`src/rtl/pmc_pkg.sv`:
```
// pmc_pkg: shared state type and counter index constants for pmc_controller
// Contents: pmc_state_t (IDLE, RUN, FROZEN, DUMP), NUM_CNT, CNT_* index map
package pmc_pkg;
    typedef enum logic [1:0] {IDLE, RUN, FROZEN, DUMP} pmc_state_t;
    localparam int NUM_CNT = 4;
    localparam logic [1:0] CNT_CYCLE = 2'd0;
    localparam logic [1:0] CNT_STALL = 2'd1;
    localparam logic [1:0] CNT_ARITH = 2'd2;
    localparam logic [1:0] CNT_MEM   = 2'd3;
endpackage

```
`src/rtl/pmc_counter.sv`:
```
// pmc_counter: one WIDTH-bit event counter with synchronous clear and sticky overflow flag
// Build option: PMC_SAT_EN -- saturate at all-ones instead of wrapping to 0
// Ports: clk; reset (async, active-high); i_clr zeroes count and flag, wins over i_inc;
//        i_inc counts one event; o_val current count; o_ovf set by an increment at all-ones
module pmc_counter #(
    parameter int WIDTH = 32
) (
    input  logic             clk,
    input  logic             reset,
    input  logic             i_clr,
    input  logic             i_inc,
    output logic [WIDTH-1:0] o_val,
    output logic             o_ovf
);
    logic [WIDTH-1:0] r_val;
    logic             r_ovf;
    logic             w_max;
    assign w_max = &r_val;
    always_ff @(posedge clk or posedge reset) begin
        if (reset) begin
            r_val <= '0;
            r_ovf <= 1'b0;
        end else if (i_clr) begin
            r_val <= '0;
            r_ovf <= 1'b0;
        end else if (i_inc) begin
            r_ovf <= r_ovf | w_max;
`ifdef PMC_SAT_EN
            r_val <= w_max ? r_val : r_val + 1'b1;
`else
            r_val <= r_val + 1'b1;
`endif
        end
    end
    assign o_val = r_val;
    assign o_ovf = r_ovf;
endmodule

```
`src/rtl/pmc_controller.sv`:
```
// pmc_controller: measurement-window controller gating four performance counters, with valid/ready readout
// Build option: PMC_SAT_EN -- counters saturate instead of wrapping (selected inside pmc_counter)
// Ports: clk; reset (async, active-high); start_i/stop_i/halt_i/clear_i window control;
//        stall_i/arith_i/mem_i event inputs; dump_i requests readout;
//        out_valid_o/out_ready_i/out_data_o/out_idx_o/out_last_o readout stream;
//        running_o/frozen_o state flags; ovf_o sticky overflow of any counter
module pmc_controller
    import pmc_pkg::*;
#(
    parameter int WIDTH = 32
) (
    input  logic             clk,
    input  logic             reset,
    input  logic             start_i,
    input  logic             stop_i,
    input  logic             halt_i,
    input  logic             clear_i,
    input  logic             stall_i,
    input  logic             arith_i,
    input  logic             mem_i,
    input  logic             dump_i,
    output logic             out_valid_o,
    input  logic             out_ready_i,
    output logic [WIDTH-1:0] out_data_o,
    output logic [1:0]       out_idx_o,
    output logic             out_last_o,
    output logic             running_o,
    output logic             frozen_o,
    output logic             ovf_o
);
    pmc_state_t       r_state;
    pmc_state_t       w_next;
    logic [1:0]       r_idx;
    logic [1:0]       w_idx;
    logic             r_valid;
    logic             r_running;
    logic             r_frozen;
    logic             r_last;
    logic             w_clr;
    logic [NUM_CNT-1:0] w_inc;
    logic [NUM_CNT-1:0] w_ovf;
    logic [WIDTH-1:0] w_val [NUM_CNT];
    always_comb begin
        w_next = r_state;
        w_idx  = r_idx;
        if (clear_i && r_state != DUMP) w_next = IDLE;
        else case (r_state)
            IDLE:   w_next = start_i ? RUN : IDLE;
            RUN:    w_next = (stop_i || halt_i) ? FROZEN : RUN;
            FROZEN: begin
                w_next = dump_i ? DUMP : (start_i ? RUN : FROZEN);
                w_idx  = dump_i ? 2'd0 : r_idx;
            end
            DUMP: if (out_ready_i) begin
                w_idx  = r_idx + 2'd1;
                w_next = (r_idx == 2'd3) ? FROZEN : DUMP;
            end
            default: w_next = IDLE;
        endcase
    end
    // Counters clear on clear_i, and on any entry into RUN so each window starts from zero.
    assign w_clr = (clear_i && r_state != DUMP) || (w_next == RUN && r_state != RUN);
    assign w_inc[CNT_CYCLE] = r_state == RUN;
    assign w_inc[CNT_STALL] = r_state == RUN && stall_i;
    assign w_inc[CNT_ARITH] = r_state == RUN && arith_i;
    assign w_inc[CNT_MEM]   = r_state == RUN && mem_i;
    always_ff @(posedge clk or posedge reset) begin
        if (reset) begin
            r_state   <= IDLE;
            r_idx     <= 2'd0;
            r_valid   <= 1'b0;
            r_running <= 1'b0;
            r_frozen  <= 1'b0;
            r_last    <= 1'b0;
        end else begin
            r_state   <= w_next;
            r_idx     <= w_idx;
            r_valid   <= w_next == DUMP;
            r_running <= w_next == RUN;
            r_frozen  <= w_next == FROZEN;
            r_last    <= w_next == DUMP && w_idx == 2'd3;
        end
    end
    for (genvar g = 0; g < NUM_CNT; g++) begin : g_cnt
        pmc_counter #(.WIDTH(WIDTH)) u_cnt (
            .clk   (clk),
            .reset (reset),
            .i_clr (w_clr),
            .i_inc (w_inc[g]),
            .o_val (w_val[g]),
            .o_ovf (w_ovf[g])
        );
    end
    assign out_valid_o = r_valid;
    assign out_data_o  = w_val[r_idx];
    assign out_idx_o   = r_idx;
    assign out_last_o  = r_last;
    assign running_o   = r_running;
    assign frozen_o    = r_frozen;
    assign ovf_o       = |w_ovf;
endmodule

```
`config.mk`:
```
export PLATFORM = sky130hd
export DESIGN_NAME = pmc_controller
export DESIGN_NICKNAME = d
export VERILOG_FILES = /design/src/rtl/pmc_pkg.sv /design/src/rtl/pmc_counter.sv /design/src/rtl/pmc_controller.sv
export SDC_FILE = /design/constraint.sdc
export NUM_CORES = 1
export LEC_CHECK = 0
export ABC_AREA = 1
export BUFFER_PORTS_ARGS = -buffer_cell sky130_fd_sc_hd__clkbuf_2
export CORE_UTILIZATION = 31
export DETAILED_ROUTE_END_ITERATION = 10
export PLACE_DENSITY = 0.53
export REMOVE_ABC_BUFFERS = 1
export SLEW_MARGIN = 10
export SYNTH_ARGS = -nofsm -noshare
export SYNTH_HDL_FRONTEND = slang
export SYNTH_HIERARCHICAL = 1
export SYNTH_SLANG_ARGS = --single-unit
```
`constraint.sdc`:
```
create_clock -name clk -period 3 [get_ports clk]
set_input_delay 0 -clock clk [delete_from_list [all_inputs] [get_ports clk]]
set_output_delay 0 -clock clk [all_outputs]
set_load 0.05 [all_outputs]
```
==> summary.txt <==
Outcome
  • Status: complete, no violations

Min path
  • Hold path start: stop_i
  • Worst hold path type: in2reg
  • Hold depth: 5
  • Hold Crit Endpoint: frozen_o

Setup path
  • RR Startpoint: r_state[1]
  • CP Data Arrival Time: 2.69 ns
  • Crit Path Max Fanout: 36
  • Worst reg2reg setup slack: 0.56 ns
  • Worst reg2reg path depth: 13
  • Reg2reg end: g_cnt[2].u_cnt/o_val[26]
  • Critical path class: reg2out
  • Critical Path End Type: output pin
  • Worst path required time: 3.00 ns
  • Nature of the critical path startpoint: flip-flop

Global route
  • Gr usage total: 20.6%
  • GRT Residual Overflow: 0
  • Grt peak-use layer: met2
  • Initial antenna violation count: 0
  • Fraction of met1 tracks used by global routing: 28.4%
  • Largest net degree at the start of global routing: 66
  • Met2 usage: 32.9%
  • Met3 usage: 2.30%
  • First-pass GRT wire length: 46100 um
  • Vias in the first global route: 8295

Synthesis
  • Register area share after synthesis: 39.2%
  • Post-synth top area share: 39.2%
  • Syn_area_per_cell: 6.77 um2
  • Ys Warns: 6
  • Mapped Cells: 1319
  • Netlist cell types: 27
  • Synth Cell Area: 8930 um2
  • Flop and latch count out of synthesis: 140
  • Post-synth top area cell: dfrtp_1
  • Ranking of synthesized cells by area: dfrtp_1, nand2_1, nor2_1

Place
  • Placed cells: 1731
  • HPWL Detailed: 22200 um
  • Routability cong.: 0.872
  • I/O Buffers: 49

Final layout
  • Nets: 1393
  • Share of layout cells above drive strength 1: 12.5%
  • Core Util, Final: 36.6%
  • Finished Layout Cells: 1767
  • Area grow syn2layout: 15.1%
  • Commonest non-fill, non-tap cell in the layout: nand2_1
  • Diode count: 0
  • Commonest cells after routing, fill and taps aside: nand2_1, nor2_1, dfrtp_1, inv_1, a21oi_1

Drt
  • Vias/cell: 4.99
  • Via count: 8818
  • DR DRC count: 0
  • Initial DRC count: 731
  • Routed WL: 29100 um
  • Final antenna-violating net count: 0
  • Avg WL per Cell: 16.5 um
  • First drt pass iteration count: 6

Floorplanning
  • Die Wd: 172 um
  • Die height: 172 um
  • Initial Util: 31.8%
  • Row cnt: 61
  • Die area: 29500 um2
  • Core Region: 28100 um2
  • I/O pin count: 50

Timing
  • Unrepaired setup endpoints after global routing: false
  • Fin. max-slew vios: 0
  • Max-slew headroom: 50.9%
  • Slew @ Worst Pin: 0.736 ns
  • Final hold vios: 0
  • Fin crit share: 89.8%
  • Final setup vio count: 0
  • Skew final: 0.00959 ns
  • Hold WS: 0.0351 ns
  • Highest clock rate: 371 MHz
  • Final Critical Period: 2.69 ns

Clocking
  • Number of hold buffers added after CTS: 5
  • H-tree depth: 4
  • CTS Buf Count: 17
  • CTS max path bufs: 2
  • Post-CTS Setup Inserts: 0
  • CTS tree: built
  • Clk slew on worst S/H paths: 0.06 ns
  • Clk sinks: 140
  • Post_cts resized: 0
  • Clk_lat worst skew: 0.43 ns
  • CTS root buf: clkbuf_16

Pwr
  • Peak supply drop: 381 uV
  • Leakage power: 4.69 nW
  • Power density cells: 697 nW/um2

Job
  • Max Cap Viol: 0
[registers in the layout, summed over array words and instances, names as in the netlist]
register           count
g_cnt.u_cnt/o_val    128
running_o              1
out_idx_o              2
out_valid_o            1
frozen_o               1
r_state                2
g_cnt.u_cnt/o_ovf      4
out_last_o             1
[cells in the mapped netlist (all sizes together)]
cell type / n
nand4: 26
nor3b: 4
o21ai: 106
ha: 5
xnor2: 4
dfrtp: 140
or4: 1
clkbuf: 15
o21bai: 4
nand2: 320
a21oi: 101
nand3: 87
nor3: 8
o22ai: 32
nor2: 325
inv: 123
buf: 18
[power breakdown]
group          internal, mW  total (mW)  switching [mW]
combinational         0.617        2.99            2.37
clock                  1.34        2.22           0.872
sequential             1.92        1.96          0.0412
total                  3.88        7.17            3.29
[cell type report]
cell class              instances  area, um2
multi-input cells            1023       4810
clock buffers                  20        457
inverters                     123        462
fillers                      3070      17800
flip-flops and latches        140       3500
well taps                     378        473
clock inverters                11        144
repair buffers                 72        430
[layer usage]
| metal | wire (um) | part of all wire, % |
|---|---|---|
| met1 | 13900 | 48 |
| met2 | 13500 | 46 |
| met3 | 999 | 3.4 |
| met4 | 697 | 2.4 |
| met5 | 0 | 0 |
[critical path: stages (launching register included)]
cell      delay (ns)
dfrtp_1         0.39
buf_4           0.25
inv_1           0.58
o21ai_0         0.44
o22ai_1         0.27
clkbuf_2        0.32
[per-stage QoR]
stage | total power, mW | instance area (um2) | TNS (ns) | worst slack (ns)
final | 7.17 | 10300 | 0 | 0.307
after CTS | 7.20 | 10300 | 0 | 0.339
after floorplan | 4.08 | 8770 | -47.21 | -0.429
after global routing | 7.47 | 10300 | 0 | 0.120
after global placement | 4.97 | 9630 | 0 | 0.590
after detailed placement | 4.96 | 9630 | 0 | 0.592
[how the worst max path moves through the flow]
stage                      start                        to  slack [ns]  depth (start not counted)
floorplan           out_idx_o[0]  g_cnt[0].u_cnt/o_val[10]       -0.43                         14
global placement      r_state[1]  g_cnt[3].u_cnt/o_val[17]        0.59                         14
detailed placement    r_state[1]  g_cnt[2].u_cnt/o_val[26]        0.59                         13
CTS                 out_idx_o[1]            out_data_o[16]        0.34                          5
global route        out_idx_o[1]            out_data_o[16]        0.12                          5
finish              out_idx_o[1]            out_data_o[19]        0.31                          5
[cells by family (layout without fill, tap and decap cells)]
family / count (synthesis) / in the layout / synth area share [%]
AOI/OAI and AO/OA: 243 / 243 / 14.3
adders and majority gates: 5 / 5 / 0.700
and+or+nand+nor: 771 / 771 / 38.4
buffers and inverters: 156 / 226 / 6.95
DFF: 140 / 140 / 39.2
xor gates and xnor gates: 4 / 4 / 0.392
Note: power is estimated with default switching activity, not from simulation.
